[config.mk]
export PLATFORM = sky130hd
export DESIGN_NAME = tile_rst_sequencer
export DESIGN_NICKNAME = d
export VERILOG_FILES = /design/src/rtl/picobello_pkg.sv /design/src/rtl/tile_rst_seq_timer.sv /design/src/rtl/tile_rst_sequencer.sv
export SDC_FILE = /design/constraint.sdc
export NUM_CORES = 1
export LEC_CHECK = 0
export BUFFER_PORTS_ARGS = -buffer_cell sky130_fd_sc_hd__buf_4
export CAP_MARGIN = 10
export CORE_UTILIZATION = 40
export CTS_CLUSTER_DIAMETER = 80
export DETAILED_ROUTE_END_ITERATION = 8
export PLACE_DENSITY = 0.66
export SLEW_MARGIN = 15
export SYNTH_ARGS = -nofsm -noshare
export SYNTH_HDL_FRONTEND = slang
export SYNTH_SLANG_ARGS = --single-unit
[constraint.sdc]
create_clock -name clk_i -period 2 [get_ports clk_i]
set_input_delay 0.1 -clock clk_i [delete_from_list [all_inputs] [get_ports clk_i]]
set_output_delay 0.1 -clock clk_i [all_outputs]
set_load 0.05 [all_outputs]
[src/rtl/picobello_pkg.sv]
// Shared mesh-level constants and the tile reset sequencer state type.
// Tile count is derived from the mesh composition so that the sequencer tracks the floorplan.
package picobello_pkg;

  localparam int unsigned NumClusters   = 16;
  localparam int unsigned NumMemTiles   = 4;
  localparam int unsigned NumDummyTiles = 2;
  // The two extra tiles are the FhG SPU tile and the Cheshire-side tile.
  localparam int unsigned NumSeqTiles   = NumClusters + NumMemTiles + NumDummyTiles + 2;

  localparam int unsigned DefaultHoldCycles    = 8;
  localparam int unsigned DefaultGapCycles     = 4;
  localparam int unsigned DefaultTimeoutCycles = 1024;

  typedef enum logic [2:0] {
    IDLE,
    HOLD,
    SCAN,
    WAIT_RDY,
    GAP,
    DONE
  } rst_seq_state_e;

  function automatic int unsigned max_u(input int unsigned a, input int unsigned b);
    return (a > b) ? a : b;
  endfunction

endpackage

[src/rtl/tile_rst_seq_timer.sv]
// Loadable down-counter shared by the hold, gap and ready-timeout phases of the sequencer.
// It stops at zero and reports that through zero_o.
module tile_rst_seq_timer #(
  parameter int unsigned CntW = 4
) (
  input  logic            clk_i,
  input  logic            rst_ni,
  input  logic            load_i,
  input  logic [CntW-1:0] value_i,
  output logic            zero_o
);

  logic [CntW-1:0] cnt_q;

  always_ff @(posedge clk_i) begin
    if (!rst_ni) begin
      cnt_q <= '0;
    end else if (load_i) begin
      cnt_q <= value_i;
    end else if (cnt_q != '0) begin
      cnt_q <= cnt_q - 1'b1;
    end
  end

  assign zero_o = (cnt_q == '0);

endmodule

[src/rtl/tile_rst_sequencer.sv]
// Releases mesh tiles from reset and NoC isolation one at a time, in index order.
// Optional ready timeout with error reporting is enabled by defining PB_RST_SEQ_TIMEOUT_EN.
module tile_rst_sequencer
  import picobello_pkg::*;
#(
  parameter  int unsigned NumTiles      = NumSeqTiles,
  parameter  int unsigned HoldCycles    = DefaultHoldCycles,
  parameter  int unsigned GapCycles     = DefaultGapCycles,
  parameter  int unsigned TimeoutCycles = DefaultTimeoutCycles,
  localparam int unsigned TileW         = (NumTiles > 1) ? $clog2(NumTiles) : 1
) (
  input  logic                clk_i,
  input  logic                rst_ni,
  input  logic                start_i,
  input  logic [NumTiles-1:0] tile_en_i,
  input  logic [NumTiles-1:0] tile_ready_i,
  output logic [NumTiles-1:0] tile_rst_no,
  output logic [NumTiles-1:0] tile_iso_o,
  output logic                busy_o,
  output logic                done_o,
  output logic                err_o,
  output logic [TileW-1:0]    err_tile_o
);

  localparam int unsigned CntMax = max_u(max_u(HoldCycles, GapCycles), TimeoutCycles);
  localparam int unsigned CntW   = (CntMax > 0) ? $clog2(CntMax + 1) : 1;
  localparam int unsigned IdxW   = $clog2(NumTiles + 1);

  localparam logic [CntW-1:0] HoldLoad = CntW'((HoldCycles > 0) ? HoldCycles - 1 : 0);
  localparam logic [CntW-1:0] GapLoad  = CntW'((GapCycles > 0) ? GapCycles - 1 : 0);
  localparam logic [IdxW-1:0] LastIdx  = IdxW'(NumTiles);
`ifdef PB_RST_SEQ_TIMEOUT_EN
  localparam logic [CntW-1:0] TimeoutLoad = CntW'((TimeoutCycles > 0) ? TimeoutCycles - 1 : 0);
`endif

  rst_seq_state_e      state_q, state_d;
  logic [IdxW-1:0]     idx_q, idx_d;
  logic [TileW-1:0]    cur;
  logic [NumTiles-1:0] en_q, en_d;
  logic [NumTiles-1:0] rst_q, rst_d;
  logic [NumTiles-1:0] iso_q, iso_d;
  logic                busy_q, busy_d;
  logic                done_q, done_d;
  logic                load;
  logic [CntW-1:0]     load_val;
  logic                zero;
  logic                advance;
`ifdef PB_RST_SEQ_TIMEOUT_EN
  logic                err_q, err_d;
  logic [TileW-1:0]    err_tile_q, err_tile_d;
`endif

  assign cur = idx_q[TileW-1:0];

  tile_rst_seq_timer #(
    .CntW(CntW)
  ) i_timer (
    .clk_i  (clk_i),
    .rst_ni (rst_ni),
    .load_i (load),
    .value_i(load_val),
    .zero_o (zero)
  );

  always_comb begin
    state_d  = state_q;
    idx_d    = idx_q;
    en_d     = en_q;
    rst_d    = rst_q;
    iso_d    = iso_q;
    busy_d   = busy_q;
    done_d   = done_q;
    load     = 1'b0;
    load_val = '0;
    advance  = 1'b0;
`ifdef PB_RST_SEQ_TIMEOUT_EN
    err_d      = err_q;
    err_tile_d = err_tile_q;
`endif

    unique case (state_q)
      IDLE: begin
        if (start_i) begin
          en_d   = tile_en_i;
          rst_d  = '0;
          iso_d  = '1;
          busy_d = 1'b1;
          done_d = 1'b0;
          idx_d  = '0;
`ifdef PB_RST_SEQ_TIMEOUT_EN
          err_d      = 1'b0;
          err_tile_d = '0;
`endif
          if (HoldCycles > 0) begin
            load     = 1'b1;
            load_val = HoldLoad;
            state_d  = HOLD;
          end else begin
            state_d = SCAN;
          end
        end
      end
      HOLD: begin
        if (zero) begin
          idx_d   = '0;
          state_d = SCAN;
        end
      end
      SCAN: begin
        if (idx_q == LastIdx) begin
          busy_d  = 1'b0;
          done_d  = 1'b1;
          state_d = DONE;
        end else if (!en_q[cur]) begin
          idx_d = idx_q + IdxW'(1);
        end else begin
          rst_d[cur] = 1'b1;
          state_d    = WAIT_RDY;
`ifdef PB_RST_SEQ_TIMEOUT_EN
          load     = 1'b1;
          load_val = TimeoutLoad;
`endif
        end
      end
      WAIT_RDY: begin
        // Ready wins over a timeout expiring in the same cycle.
        if (tile_ready_i[cur]) begin
          iso_d[cur] = 1'b0;
          advance    = 1'b1;
`ifdef PB_RST_SEQ_TIMEOUT_EN
        end else if (zero) begin
          rst_d[cur] = 1'b0;
          err_d      = 1'b1;
          err_tile_d = cur;
          advance    = 1'b1;
`endif
        end
        if (advance) begin
          if (GapCycles > 0) begin
            load     = 1'b1;
            load_val = GapLoad;
            state_d  = GAP;
          end else begin
            idx_d   = idx_q + IdxW'(1);
            state_d = SCAN;
          end
        end
      end
      GAP: begin
        if (zero) begin
          idx_d   = idx_q + IdxW'(1);
          state_d = SCAN;
        end
      end
      DONE: begin
        state_d = IDLE;
      end
      default: begin
        state_d = IDLE;
      end
    endcase
  end

  always_ff @(posedge clk_i) begin
    if (!rst_ni) begin
      state_q <= IDLE;
      idx_q   <= '0;
      en_q    <= '0;
      rst_q   <= '0;
      iso_q   <= '1;
      busy_q  <= 1'b0;
      done_q  <= 1'b0;
`ifdef PB_RST_SEQ_TIMEOUT_EN
      err_q      <= 1'b0;
      err_tile_q <= '0;
`endif
    end else begin
      state_q <= state_d;
      idx_q   <= idx_d;
      en_q    <= en_d;
      rst_q   <= rst_d;
      iso_q   <= iso_d;
      busy_q  <= busy_d;
      done_q  <= done_d;
`ifdef PB_RST_SEQ_TIMEOUT_EN
      err_q      <= err_d;
      err_tile_q <= err_tile_d;
`endif
    end
  end

  assign tile_rst_no = rst_q;
  assign tile_iso_o  = iso_q;
  assign busy_o      = busy_q;
  assign done_o      = done_q;
`ifdef PB_RST_SEQ_TIMEOUT_EN
  assign err_o       = err_q;
  assign err_tile_o  = err_tile_q;
`else
  assign err_o       = 1'b0;
  assign err_tile_o  = '0;
`endif

endmodule

== Word-level counts from Yosys, hierarchy flattened ==
Cells that the tools add are included.
W data, S select, Z words.

* Memories kept: 0
* Logic and storage cells: 87
* Memory bits (read-only): 0
* Output and inout port bits: 56
* Register bits: 93
* Bits in latches: 0
* Bits of input ports: 51
* RAM bits: 0

* Reduce and logical (&&, ||, !) cells: 15
* Mux-type cells: 41
* Shifts and indexed selects: 0
* Order comparisons: 2
* Multipliers: 0
* Add/subtract/negate cells: 2
* Eq/ne operators: 16
* Div/mod/pow operators: 0
* Bitwise gates (word level): 3

{| class="wikitable"
|+ Operators by type and width
! cell !! number
|-
| $mux W24 || 5
|-
| $pmux W24 S2 || 2
|-
| $mux W5 || 5
|-
| $and A24 B24 Y24 || 1
|-
| $not A24 Y24 || 1
|-
| $or A24 B24 Y24 || 1
|-
| $mux W11 || 2
|-
| $pmux W5 S4 || 1
|-
| $mux W3 || 6
|-
| $ne A2 B2 Y1 const B || 7
|-
| $pmux W3 S4 || 1
|-
| $logic_not A11 Y1 || 1
|-
| $mux W1 || 11
|-
| $reduce_bool A11 Y1 || 1
|-
| $sub A11 B1 Y11 const B || 1
|-
| $bmux W1 S5 || 2
|-
| $reduce_and A4 Y1 || 2
|-
| $eq A3 B2 Y1 const B || 2
|-
| $lt A5 B6 Y1 const B || 1
|-
| $ne A2 B1 Y1 const B || 3
|-
| $pmux W1 S2 || 3
|-
| $pmux W3 S2 || 1
|-
| $reduce_and A3 Y1 || 2
|-
| $reduce_and A6 Y1 || 1
|-
| other kinds (14) || 16
|}

== Longest topological paths before layout ==
Gate-level depths: netlist (run 1).

* Word-level depth: 8
* Gate-level depth with buffers: 12
* Mapped depth without buffers: 9

== By module ==
From an unflattened synthesis (run 1), not the netlist that was laid out.

* Cell total of the unflattened synthesis: 485
* Area, all modules: 4,431.8 µm²

{| class="wikitable"
|+ By module, submodules not included
! module !! area each (µm²) !! times used !! seq. area each (µm²) !! cells each
|-
| tile_rst_sequencer || 3,798.6 || 1 || 1,641.6 || 412
|-
| tile_rst_seq_timer || 633.1 || 1 || 220.2 || 73
|}

== Worst setup path after synthesis (run 1) ==
OpenSTA, ideal clock, no wires.

* Path type: reg-to-reg
* From: reg idx_q[0], in the netlist cur[0]
* To: reg rst_q[10], in the netlist tile_rst_no[10]
* Clock period less this slack: 2,210 ps
* Stages on the path, launching flop included: 10
* Buffers on the path: 3
* Library setup time: 117 ps
* Data required time: 1,883 ps
* Path slack: -210 ps
* Data arrival time: 2,094 ps
* Path through: dfxtp_1 buf_6 buf_4 mux4_2 a22oi_1 nand3_1 and3_1 and2_1 clkbuf_1 a22o_1

* Cells in the longest elaborated chain, start to end: 8
* Elaborated cells on any way between the ends: 15
* Those cells by class: order compare: 2; eq/ne: 3; mux: 7; bitwise: 1; reduce/logical: 2

{| class="wikitable"
|+ Ends and longest elaborated chain
! item !! line !! text
|-
| from (decl) || tile_rst_sequencer.sv:37 || <nowiki>logic [IdxW-1:0] idx_q, idx_d;</nowiki>
|-
| from (signal assigned) || tile_rst_sequencer.sv:179 || <nowiki>idx_q <= idx_d;</nowiki>
|-
| $lt A5 B6 Y1 (implied by the code) / $ge A5 B1 Y1 (equally long branches) || tile_rst_sequencer.sv:117 || <nowiki>rst_d[cur] = 1'b1;</nowiki>
|-
| $logic_and A1 B1 Y1 (implied by the code) || tile_rst_sequencer.sv:117 ||
|-
| $mux W1 (implied by the code) || tile_rst_sequencer.sv:117 ||
|-
| $demux W1 S5 || tile_rst_sequencer.sv:117 ||
|-
| $or A24 B24 Y24 (no line) || -- ||
|-
| $mux W24 || tile_rst_sequencer.sv:114 || <nowiki>end else if (!en_q[cur]) begin</nowiki>
|-
| $mux W24 || tile_rst_sequencer.sv:110 || <nowiki>if (idx_q == LastIdx) begin</nowiki>
|-
| $pmux W24 S2 || tile_rst_sequencer.sv:81 || <nowiki>unique case (state_q)</nowiki>
|-
| to (signal assigned) || tile_rst_sequencer.sv:181 || <nowiki>rst_q <= rst_d;</nowiki>
|-
| to (decl) || tile_rst_sequencer.sv:40 || <nowiki>logic [NumTiles-1:0] rst_q, rst_d;</nowiki>
|}

Parallel ways exist; a longest one is shown, timed or not. The select of a mux whose other input is x is not followed.
A chain may end at the register's enable or synchronous reset.

== Worst setup path in the final report (run 1) ==
* From: reg idx_q[4], in the netlist cur[4]
* To: reg iso_q[11], in the netlist tile_iso_o[11]

* Cells in the longest elaborated chain, start to end: 8
* Elaborated cells on any way between the ends: 13
* Those cells by class: order compare: 2; eq/ne: 1; mux: 6; bitwise: 2; reduce/logical: 2

{| class="wikitable"
|+ Ends and longest elaborated chain
! item !! line !! text
|-
| $lt A5 B6 Y1 (implied by the code) / $ge A5 B1 Y1 (equally long branches) || tile_rst_sequencer.sv:128 || <nowiki>iso_d[cur] = 1'b0;</nowiki>
|-
| $logic_and A1 B1 Y1 (implied by the code) || tile_rst_sequencer.sv:128 ||
|-
| $mux W1 (implied by the code) || tile_rst_sequencer.sv:128 ||
|-
| $demux W1 S5 || tile_rst_sequencer.sv:128 ||
|-
| $not A24 Y24 (no line) || -- ||
|-
| $and A24 B24 Y24 (no line) || -- ||
|-
| $mux W24 || tile_rst_sequencer.sv:127 || <nowiki>if (tile_ready_i[cur]) begin</nowiki>
|-
| $pmux W24 S2 || tile_rst_sequencer.sv:81 ||
|-
| to (signal assigned) || tile_rst_sequencer.sv:182 || <nowiki>iso_q <= iso_d;</nowiki>
|-
| to (decl) || tile_rst_sequencer.sv:41 || <nowiki>logic [NumTiles-1:0] iso_q, iso_d;</nowiki>
|}

Parallel ways exist; a longest one is shown, timed or not. The select of a mux whose other input is x is not followed.

==> impl_summary.log, run 1 <==
[metrics] height of the die: 105 um
[metrics] share of flip-flops with an asynchronous set or reset: 0%
[metrics] post-route DRC violation count: 0
[metrics] Synth Area in Compound Gates: 20.3%
[metrics] post-route standard cell area excluding fillers: 6240 um^2
[metrics] Routability Congestion: 0.820
[metrics] Reg area: 1870 um^2
[metrics] Post-Route Utilization: 60.5%
[metrics] via density per instance: 5.17
[metrics] final worst clock skew: 13.1 ps
[metrics] Final period util: 109%
[metrics] buffers from clock root to sink, at most: 2
[metrics] violations in the final reports: setup timing
[metrics] endpoint kind of the worst setup timing path: register
[metrics] layout cell share with drive strength beyond 1: 41.6%
[metrics] portion of total power attributed to sequential cells: 34.8%
[metrics] required time at the endpoint of the critical path: 2270 ps
[metrics] most numerous cell in the Yosys netlist: sky130_fd_sc_hd__dfxtp_1
[metrics] internal power: 0.00401 W
[metrics] biggest area consumer among synthesized cells: sky130_fd_sc_hd__dfxtp_1
[metrics] main combinational cell family by area after synthesis: compound AO/OA/AOI/OAI gates
[metrics] Final Hold Violating Endpoints: 0
[metrics] iteration-0 DRC count of the detailed router: 115
[metrics] Critical Path Fanout Max: 6
[metrics] Filler Cells Inserted: 870
[metrics] proportion of synthesized chip area in sequential cells: 43.7%
[metrics] area share of the largest cell type after synthesis: 43.7%
[metrics] area overhead of the layout relative to synthesis: 46.7%
[metrics] run status: complete, but fails checks
[metrics] MaxCap Viol Count: 0
[metrics] multi-input logic area: 2390 um^2
[metrics] WL/cell: 15.3 um
[metrics] Detailed Route WL: 11500 um
[metrics] setup repair after global routing missed its margin: true
[metrics] clock network latency to the later pin of the worst-skew pair: 370 ps
[metrics] slew at the pin with the worst max-slew slack: 590 ps
[metrics] pin count of the biggest net entering global routing: 38
[metrics] min-delay worst type: input port to register
[metrics] mux cell area share after synthesis: 6.91%
[metrics] average cell area after synthesis: 9.44 um^2
[metrics] number of flip-flops and latches in the synthesized netlist: 93
[metrics] largest cells by area after synthesis: sky130_fd_sc_hd__dfxtp_1 44%, sky130_fd_sc_hd__nand2_1 5.1%, sky130_fd_sc_hd__a22o_1 4.9%, sky130_fd_sc_hd__a21boi_0 4.4%, sky130_fd_sc_hd__a21o_1 4.4%
[metrics] H-tree levels: 3
[metrics] DRT antenna net count: 0
[metrics] final worst slack: -179 ps
[metrics] total power draw: 0.00647 W
[metrics] root buffer cell: sky130_fd_sc_hd__clkbuf_8
[metrics] final count of pins violating max slew: 0
[metrics] total leakage power: 2.51 nW
[metrics] starting density of the core: 41.2%
[metrics] Final min period: 2180 ps
[metrics] synthesized-area fraction occupied by xor and xnor cells: 2.06%
[metrics] basic-gate share of the synthesized area counting and, or, nand and nor cells: 18.8%
[metrics] sum of net half-perimeters after detailed placement: 7930 um
[metrics] I/O pins: 107
[metrics] area of the die: 11100 um^2
[metrics] standard-cell row count: 37
[metrics] first-pass GRT wire length: 18100 um
[metrics] maximum vdd ir drop: 0.000397 V
[metrics] CP Class: register to register
[metrics] Switching Share: 38.0%
[metrics] share of power burned in combinational logic: 46.4%
[metrics] core box area: 10300 um^2
[metrics] arithmetic-cell share of the synthesized area counting full adders, half adders and majority gates: 1.76%
[metrics] Crit path arrival time: 2450 ps
[metrics] number of vias in the routed layout: 3891
[metrics] switching component of the power: 0.00246 W
[metrics] global-route usage over all layers: 20.7%
[metrics] nets: 668
[metrics] Max-Slew Margin vs Limit: 60.6%
[metrics] setup slack of the worst register-to-register path: -180 ps
[metrics] CTS Buf Count: 9
[metrics] grt total ovfl: 0
[metrics] Syn. warnings: 0
[metrics] Gate Count Post-Synth: 451
[metrics] Commonest cells post-synth: 93 x sky130_fd_sc_hd__dfxtp_1, 58 x sky130_fd_sc_hd__nand2_1, 28 x sky130_fd_sc_hd__nand3_1, 25 x sky130_fd_sc_hd__a21boi_0, 25 x sky130_fd_sc_hd__a21o_1
[metrics] diode count: 0
[metrics] total number of clock tree sinks: 93
[metrics] Mapped Area: 4260 um^2
[metrics] critical path launch point type: register
[metrics] Detailed Routing Iterations Pass 1: 4
[metrics] number of global-route vias before repair: 3749
[metrics] clock tree from TritonCTS: yes
[metrics] Most used DFF post-synth: sky130_fd_sc_hd__dfxtp_1
[metrics] EDFF count, synth: 0
[metrics] power density cells: 1040 nW/um^2
[metrics] total setup violations reported at the end of the flow: 59
[metrics] Placement Cell Area: 5470 um^2
[metrics] top achievable clock speed: 0.459 GHz
[metrics] number of distinct library cells after synthesis: 59
[metrics] clock group share of total power: 18.8%
[metrics] number of antenna violations at the first check in global routing: 0
[metrics] IO Port Bufs: 100
[metrics] floorplan die width: 105 um
[metrics] clk slew on worst S/H paths: 100 ps
sequential cells by signal, indices dropped and copies added, names as in the netlist:
name,flops
en_q,24
tile_iso_o,24
tile_rst_no,24
i_timer.cnt_q,11
cur,5
state_q,3
busy_o,1
done_o,1
power groups by stage:
| stage | Combinational [W] | Sequential [W] | Clock, W |
|---|---|---|---|
| floorplan | 0.00168 | 0.00231 | 0 |
| global placement | 0.00242 | 0.00227 | 0 |
| detailed placement | 0.00248 | 0.00228 | 0 |
| CTS | 0.00271 | 0.00225 | 0.00125 |
| global route | 0.00325 | 0.00228 | 0.00132 |
| finish | 0.00301 | 0.00225 | 0.00121 |
per-stage QoR:
step	hold WS, ps	instances	setup WS, ps	TNS (ps)
floorplan	245	456	-120	-3940
global placement	364	701	-318	-13330
detailed placement	373	701	-317	-14630
CTS	108	747	-156	-6540
global route	121	752	-234	-10910
finish	121	752	-179	-5720
repair_timing:
| action | 4_1_cts | 5_1_grt |
|---|---|---|
| endpoints found under the hold margin | 24 | 0 |
| gates resized for setup | 20 | 36 |
| gates cloned | 0 | 3 |
| buffers inserted | 6 | 2 |
| hold buffers | 24 | 0 |
| setup endpoints to repair | 66 | 68 |
| pin swaps | 19 | 29 |
kinds of logic (layout without fill, tap and decap cells):
| group | count (synthesis) | count (layout) |
|---|---|---|
| and+or+nand+nor | 154 | 154 |
| adders and majority gates | 6 | 6 |
| xor gates and xnor gates | 10 | 10 |
| AOI/OAI and AO/OA | 114 | 114 |
| buffers and inverters | 53 | 213 |
| DFF | 93 | 93 |
| other | 1 | 6 |
| muxes | 20 | 20 |
routing by layer:
| layer | vias to the layer above | track usage (%) | share of wire [%] |
|---|---|---|---|
| li1 | 1903 | - | - |
| met1 | 1862 | 25.7 | 44 |
| met2 | 115 | 35.9 | 50 |
| met3 | 11 | 4.37 | 4.6 |
| met4 | 0 | 6.14 | 1.2 |
| met5 | - | 0 | 0 |
worst paths after layout:
kind | from | to | cells past startpoint
min reg2reg | tile_iso_o[12] | tile_iso_o[12] | 1
max | cur[4] | tile_iso_o[11] | 9
min | rst_ni | i_timer.cnt_q[0] | 2
max reg2reg | cur[4] | tile_iso_o[11] | 9
layout make-up:
class | count | area share [%]
Sequential cell | 93 | 30.0
Inverter | 7 | 0.421
Timing Repair Buffer | 190 | 25.6
Clock buffer | 9 | 1.98
Clock inverter | 7 | 1.00
Tap cell | 136 | 2.73
Multi-Input combinational cell | 310 | 38.3
cells in the final DEF, fill, tap and decap left out, types with 3 or more instances in the layout:
cell                            instances
sky130_fd_sc_hd__mux4_2                 7
sky130_fd_sc_hd__conb_1                 6
sky130_fd_sc_hd__nor3_2                 4
sky130_fd_sc_hd__buf_12                 5
sky130_fd_sc_hd__a21oi_1                6
sky130_fd_sc_hd__o21ai_0                7
sky130_fd_sc_hd__ha_1                   5
sky130_fd_sc_hd__a22oi_2                3
sky130_fd_sc_hd__a22o_1                24
sky130_fd_sc_hd__a21o_1                25
sky130_fd_sc_hd__mux2i_1                8
sky130_fd_sc_hd__inv_1                  5
sky130_fd_sc_hd__and2_2                 4
sky130_fd_sc_hd__xnor2_1                5
sky130_fd_sc_hd__nor2_1                17
sky130_fd_sc_hd__o21ai_2                4
sky130_fd_sc_hd__xor2_1                 5
sky130_fd_sc_hd__nand2_1               57
sky130_fd_sc_hd__nand3_2               18
sky130_fd_sc_hd__dfxtp_2                3
sky130_fd_sc_hd__a21boi_0              25
sky130_fd_sc_hd__inv_6                  3
sky130_fd_sc_hd__clkbuf_8               9
sky130_fd_sc_hd__dlygate4sd3_1         24
sky130_fd_sc_hd__buf_4                155
sky130_fd_sc_hd__o21a_1                 4
sky130_fd_sc_hd__nor3_1                 6
sky130_fd_sc_hd__buf_6                  4
sky130_fd_sc_hd__dfxtp_1               88
sky130_fd_sc_hd__nand3_1                8
sky130_fd_sc_hd__mux2_2                 5
sky130_fd_sc_hd__a21boi_1               3
sky130_fd_sc_hd__or3_1                  5
critical path, cell delays in order (launching register included):
cell                        delay, ps
sky130_fd_sc_hd__dfxtp_1          460
sky130_fd_sc_hd__buf_4            190
sky130_fd_sc_hd__nor3b_4          200
sky130_fd_sc_hd__a21oi_1           90
sky130_fd_sc_hd__a21o_1           240
sky130_fd_sc_hd__a31oi_4          230
sky130_fd_sc_hd__or2_4            220
sky130_fd_sc_hd__clkbuf_16        170
sky130_fd_sc_hd__nand3_1           90
sky130_fd_sc_hd__a21o_1           190
(Power assumes the default switching activity.)
==> inputs of run 2 (changes only) <==
- BUFFER_PORTS_ARGS: -buffer_cell sky130_fd_sc_hd__buf_4 -> default
- CTS_BUF_LIST: default -> sky130_fd_sc_hd__clkbuf_4 sky130_fd_sc_hd__clkbuf_8
- DONT_BUFFER_PORTS: default -> 1
- PLACE_DENSITY: 0.66 -> 0.57
==> impl_summary.log, run 2 (synthesis gave the netlist of run 1 again) <==
[metrics] starting density of the core: 41.2% (unchanged)
[metrics] core box area: 10300 um^2 (unchanged)
[metrics] Placement Cell Area: 4730 um^2 (-14%)
[metrics] cell count after placement: 606 (-14%)
[metrics] final worst slack: -145 ps (+33.2 ps)
[metrics] total number of clock tree sinks: 93 (unchanged)
[metrics] Critical Path Fanout Max: 13 (+7)
[metrics] final count of pins violating max slew: 0 (unchanged)
[metrics] slew at the pin with the worst max-slew slack: 1130 ps (+540 ps)
[metrics] CP Class: register to register
[metrics] post-route standard cell area excluding fillers: 5590 um^2 (-10%)
[metrics] post-route DRC violation count: 0 (unchanged)
[metrics] clk slew on worst S/H paths: 100 ps (about the same)
[metrics] most common cell after layout, fill and taps aside: sky130_fd_sc_hd__dfxtp_1
[metrics] min-delay worst type: input port to register
[metrics] total leakage power: 2.09 nW (-17%)
[metrics] IO Port Bufs: 0 (-100%)
[metrics] critical path launch point type: register
[metrics] Routability Congestion: 0.866 (+5.6%)
[metrics] clock tree from TritonCTS: yes
[metrics] layout cell share with drive strength beyond 1: 30.9% (-11 points)
[metrics] diode count: 0 (unchanged)
[metrics] standard-cell row count: 37 (unchanged)
[metrics] number of global-route vias before repair: 3412 (-9.0%)
[metrics] area overhead of the layout relative to synthesis: 31.4%
[metrics] pin count of the biggest net entering global routing: 35 (-7.9%)
[metrics] setup slack of the worst register-to-register path: -150 ps (+30 ps)
[metrics] Final period util: 107% (-1.7 points)
[metrics] Crit path arrival time: 2420 ps (-30 ps)
[metrics] height of the die: 105 um (unchanged)
[metrics] nets: 577 (-14%)
[metrics] Detailed Route WL: 11100 um (-3.0%)
[metrics] first-pass GRT wire length: 17300 um (-4.3%)
[metrics] sum of net half-perimeters after detailed placement: 7700 um (-2.9%)
[metrics] total setup violations reported at the end of the flow: 62 (+5.1%)
[metrics] Max-Slew Margin vs Limit: 24.4% (-36 points)
[metrics] smallest hold slack: 45.9 ps (-74.6 ps)
[metrics] final worst clock skew: 16.8 ps (+3.75 ps)
[metrics] CTS Buf Count: 9 (unchanged)
[metrics] launching instance or port of the critical path: cur[0]
[metrics] worst r2r src: cur[0]
[metrics] endpoint kind of the worst setup timing path: register
[metrics] Reg2Reg Depth: 8 (-1)
[metrics] commonest cells after routing, fill and taps aside: 88 x sky130_fd_sc_hd__dfxtp_1, 59 x sky130_fd_sc_hd__buf_4, 57 x sky130_fd_sc_hd__nand2_1
[metrics] worst setup path end: tile_iso_o[5]
[metrics] global-route usage over all layers: 19.8% (-0.92 points)
[metrics] buffers from clock root to sink, at most: 2 (unchanged)
[metrics] setup repair after global routing missed its margin: true
[metrics] power density cells: 1170 nW/um^2 (+13%)
[metrics] number of antenna violations at the first check in global routing: 0 (unchanged)
[metrics] clock network latency to the later pin of the worst-skew pair: 370 ps (about the same)
[metrics] post-route insts no fill: 661 (-12%)
[metrics] maximum vdd ir drop: 0.000520 V (+31%)
[metrics] iteration-0 DRC count of the detailed router: 167 (+45%)
[metrics] H-tree levels: 3 (unchanged)
[metrics] root buffer cell: sky130_fd_sc_hd__clkbuf_8
[metrics] Final min period: 2150 ps (-33.2 ps)
[metrics] number of vias in the routed layout: 3551 (-8.7%)
[metrics] MaxCap Viol Count: 0 (unchanged)
[metrics] worst slack at placement: -244 ps (+73.8 ps)
[metrics] grt total ovfl: 0 (unchanged)
[metrics] Detailed Routing Iterations Pass 1: 4 (unchanged)
[metrics] WL/cell: 16.8 um (+10%)
[metrics] critical register-to-register path endpoint: tile_iso_o[5]
[metrics] area of the die: 11100 um^2 (unchanged)
[metrics] top achievable clock speed: 0.466 GHz (+1.5%)
[metrics] run status: complete, but fails checks
[metrics] required time at the endpoint of the critical path: 2280 ps (about the same)
[metrics] violations in the final reports: setup timing
[metrics] Final Hold Violating Endpoints: 0 (unchanged)
[metrics] via density per instance: 5.37 (+3.8%)
[metrics] DRT antenna net count: 0 (unchanged)
[metrics] I/O pins: 107 (unchanged)
[metrics] floorplan die width: 105 um (unchanged)
==> run 2: layer usage <==
metal	GRT usage, %	part of all wire, %	wire (um)	vias to the layer above
li1	-	-	-	1733
met1	24.3	44	4850	1706
met2	33.9	50	5570	100
met3	4.74	5.2	580	12
met4	6.34	1.1	121	0
met5	0	0	0	-
==> run 2: metrics by stage <==
step	utilization, %	TNS (ps)	power [W]
2_1_floorplan	-	-3940	0.00399
3_3_place_gp	45.8	-10460	0.00463
3_5_place_dp	45.8	-11380	0.00468
4_1_cts	51.9	-4160	0.00625
5_1_grt	54.2	-9430	0.00692
6_report	54.2	-5440	0.00653
==> run 2: worst min path at each step <==
stage | depth (start not counted) | slack, ps | startpoint | endpoint
global placement | 1 | 220 | rst_ni | i_timer.cnt_q[0]
floorplan | 2 | 240 | tile_en_i[0] | en_q[0]
global route | 3 | 50 | start_i | busy_o
finish | 2 | 50 | rst_ni | i_timer.cnt_q[6]
CTS | 2 | 40 | rst_ni | i_timer.cnt_q[10]
detailed placement | 1 | 220 | rst_ni | i_timer.cnt_q[0]
==> run 2: repair_timing <==
action,CTS,global route
setup buffers,10,2
resized for setup,33,36
gates cloned,0,2
endpoints found under the hold margin,37,0
endpoints found under the setup margin,65,66
pin swaps,15,28
hold buffers,25,0
==> run 2: power by group <==
group / internal, W / switching, W / total, W
registers: 0.00208 / 0.000212 / 0.00229
clock network: 0.000493 / 0.000766 / 0.00126
logic: 0.00145 / 0.00152 / 0.00297
total: 0.00403 / 0.00250 / 0.00653
==> run 2: critical path, cell delays in order (launching register included) <==
cell	delay [ps]
sky130_fd_sc_hd__dfxtp_4	390
sky130_fd_sc_hd__buf_6	140
sky130_fd_sc_hd__a311o_1	330
sky130_fd_sc_hd__a211o_1	320
sky130_fd_sc_hd__a31oi_4	220
sky130_fd_sc_hd__or2_4	210
sky130_fd_sc_hd__clkbuf_16	170
sky130_fd_sc_hd__nand3_1	80
sky130_fd_sc_hd__a21o_1	170
==> run 2: cell type report <==
| cell class | instances | area, um^2 |
|---|---|---|
| flip-flops and latches | 93 | 1870 |
| clock buffers | 9 | 124 |
| multi-input cells | 310 | 2410 |
| inverters | 7 | 26.3 |
| clock inverters | 7 | 75.1 |
| well taps | 136 | 170 |
| repair buffers | 99 | 916 |
| fillers | 918 | 4730 |
==> inputs of run 3 (changes only) <==
- CTS_CLUSTER_SIZE: default -> 16
- RECOVER_POWER: default -> 50
- TNS_END_PERCENT: default -> 50
==> impl_summary.log, run 3 (synthesis gave the netlist of run 1 again) <==
[metrics] Final min period: 2240 ps (+99.3 ps)
[metrics] standard-cell row count: 37 (unchanged)
[metrics] area of the die: 11100 um^2 (unchanged)
[metrics] DRT antenna net count: 0 (unchanged)
[metrics] pin count of the biggest net entering global routing: 36 (+2.9%)
[metrics] MaxCap Viol Count: 0 (unchanged)
[metrics] area overhead of the layout relative to synthesis: 26.5%
[metrics] commonest cells after routing, fill and taps aside: 90 x sky130_fd_sc_hd__dfxtp_1, 59 x sky130_fd_sc_hd__buf_4, 58 x sky130_fd_sc_hd__nand2_1
[metrics] clk slew on worst S/H paths: 100 ps (about the same)
[metrics] Crit path arrival time: 2520 ps (+100 ps)
[metrics] total leakage power: 2.06 nW (-1.5%)
[metrics] height of the die: 105 um (unchanged)
[metrics] critical register-to-register path endpoint: tile_iso_o[18]
[metrics] worst r2r src: cur[1]
[metrics] number of vias in the routed layout: 3532 (-0.54%)
[metrics] cell count after placement: 606 (unchanged)
[metrics] clock tree from TritonCTS: yes
[metrics] met2 Use GR: 32.1% (-1.8 points)
[metrics] Routability Congestion: 0.795 (-8.2%)
[metrics] met3 track demand over resource in global routing: 5.18% (+0.44 points)
[metrics] starting density of the core: 41.2% (unchanged)
[metrics] root buffer cell: sky130_fd_sc_hd__clkbuf_8
[metrics] violations in the final reports: setup timing
[metrics] diode count: 0 (unchanged)
[metrics] I/O pins: 107 (unchanged)
[metrics] nets: 572 (-0.87%)
[metrics] post-route insts no fill: 656 (-0.76%)
[metrics] Final period util: 112% (+5.0 points)
[metrics] maximum vdd ir drop: 0.000528 V (+1.5%)
[metrics] setup repair after global routing missed its margin: true
[metrics] Reg2Reg Depth: 9 (+1)
[metrics] worst setup path end: tile_iso_o[18]
[metrics] top achievable clock speed: 0.445 GHz (-4.4%)
[metrics] run status: complete, but fails checks
[metrics] first-pass GRT wire length: 16700 um (-3.4%)
[metrics] final count of pins violating max slew: 0 (unchanged)
[metrics] H-tree levels: 3 (unchanged)
[metrics] Detailed Routing Iterations Pass 1: 4 (unchanged)
[metrics] number of antenna violations at the first check in global routing: 0 (unchanged)
[metrics] Critical Path Fanout Max: 7 (-6)
[metrics] smallest hold slack: 56.7 ps (+10.8 ps)
[metrics] final worst clock skew: 15.6 ps (-1.23 ps)
[metrics] setup slack of the worst register-to-register path: -240 ps (-100 ps)
[metrics] Post-Route Utilization: 52.2% (-2.0 points)
[metrics] Max-Slew Margin vs Limit: 25.1% (+0.73 points)
[metrics] launching instance or port of the critical path: cur[1]
[metrics] Placement Cell Area: 4720 um^2 (-0.16%)
[metrics] critical path launch point type: register
[metrics] CTS Buf Count: 9 (unchanged)
[metrics] most used routing layer: met2
[metrics] met1 Track Usage GR: 23.4% (-0.96 points)
[metrics] min-delay worst type: input port to register
[metrics] layout cell share with drive strength beyond 1: 25.0% (-5.9 points)
[metrics] floorplan die width: 105 um (unchanged)
[metrics] via density per instance: 5.38 (+0.22%)
[metrics] global-route usage over all layers: 19.4% (-0.40 points)
[metrics] WL/cell: 16.4 um (-2.3%)
[metrics] buffers from clock root to sink, at most: 2 (unchanged)
[metrics] grt total ovfl: 0 (unchanged)
[metrics] iteration-0 DRC count of the detailed router: 106 (-37%)
[metrics] CP Class: register to register
[metrics] Filler Cells Inserted: 941 (+2.5%)
[metrics] post-route standard cell area excluding fillers: 5380 um^2 (-3.8%)
[metrics] total setup violations reported at the end of the flow: 66 (+6.5%)
[metrics] final worst slack: -245 ps (-99.3 ps)
[metrics] post-route DRC violation count: 0 (unchanged)
[metrics] power density cells: 1190 nW/um^2 (+1.7%)
[metrics] clock network latency to the later pin of the worst-skew pair: 370 ps (about the same)
[metrics] IO Port Bufs: 0 (unchanged)
[metrics] Detailed Route WL: 10800 um (-3.0%)
[metrics] core box area: 10300 um^2 (unchanged)
[metrics] required time at the endpoint of the critical path: 2270 ps (about the same)
[metrics] total number of clock tree sinks: 93 (unchanged)
[metrics] sum of net half-perimeters after detailed placement: 7520 um (-2.4%)
[metrics] Final Hold Violating Endpoints: 0 (unchanged)
[metrics] number of global-route vias before repair: 3362 (-1.5%)
[metrics] endpoint kind of the worst setup timing path: register
[metrics] most common cell after layout, fill and taps aside: sky130_fd_sc_hd__dfxtp_1
[metrics] slew at the pin with the worst max-slew slack: 1120 ps (-7.21 ps)
==> run 3: cell count changes in the layout (fill, tap and decap cells not counted), sizes merged <==
| cell | delta |
|---|---|
| clkinv | -2 |
| dlygate4sd3 | -1 |
| buf | -6 |
| dlymetal6s4s | +1 |
| clkbuf | +1 |
| inv | +2 |
==> run 3: worst min path at each step <==
stage                  from          endpoint  slack [ps]  cells past startpoint
2_1_floorplan  tile_en_i[0]           en_q[0]         240                      2
3_3_place_gp         rst_ni  i_timer.cnt_q[1]         220                      1
3_5_place_dp         rst_ni  i_timer.cnt_q[2]         220                      1
4_1_cts             start_i            busy_o          30                      3
5_1_grt             start_i            busy_o          70                      3
6_report            start_i            busy_o          60                      3
==> run 3: worst max-delay path: stages, from the launching register on <==
cell,delay [ps]
sky130_fd_sc_hd__dfxtp_4,370
sky130_fd_sc_hd__buf_12,130
sky130_fd_sc_hd__mux2i_1,130
sky130_fd_sc_hd__a311o_1,270
sky130_fd_sc_hd__a211o_1,320
sky130_fd_sc_hd__a31oi_4,260
sky130_fd_sc_hd__or2_4,230
sky130_fd_sc_hd__clkbuf_16,170
sky130_fd_sc_hd__nand3_1,80
sky130_fd_sc_hd__a21o_1,180
==> run 3: what timing repair did <==
| action | in CTS | in global routing |
|---|---|---|
| pin swaps | 6 | 9 |
| cloned | 0 | 3 |
| resized for setup | 19 | 10 |
| endpoints found under the setup margin | 67 | 69 |
| endpoints found under the hold margin | 38 | 0 |
| hold buffers | 25 | 0 |
| setup buffers | 6 | 2 |
==> run 3: cell type report <==
type	instances	area [um^2]	share of cell area [%]
clock inverters	7	70.1	1.30
well taps	136	170	3.16
flip-flops and latches	93	1870	34.7
multi-input cells	310	2250	41.8
inverters	7	26.3	0.488
clock buffers	9	124	2.30
repair buffers	94	872	16.2
==> run 3: power by group <==
part | internal [W] | switching [W] | leakage [nW]
Combinational | 0.00144 | 0.00143 | 1.21
Sequential | 0.00208 | 0.000193 | 0.758
Clock | 0.000489 | 0.000753 | 0.0959
Total | 0.00401 | 0.00238 | 2.06
==> run 3: per-stage QoR <==
step	worst slack, ps	total power [W]	TNS [ps]
after floorplan	-120	0.00393	-4770
after global placement	-275	0.00470	-13650
after detailed placement	-306	0.00475	-16190
after CTS	-238	0.00625	-11120
after global routing	-340	0.00681	-18420
final	-245	0.00639	-10830
==> run 3: routing by layer <==
metal,part of all wire [%],vias up
met5,0,-
met4,1.8,0
met3,5.5,17
met2,49,122
met1,44,1678
li1,-,1715
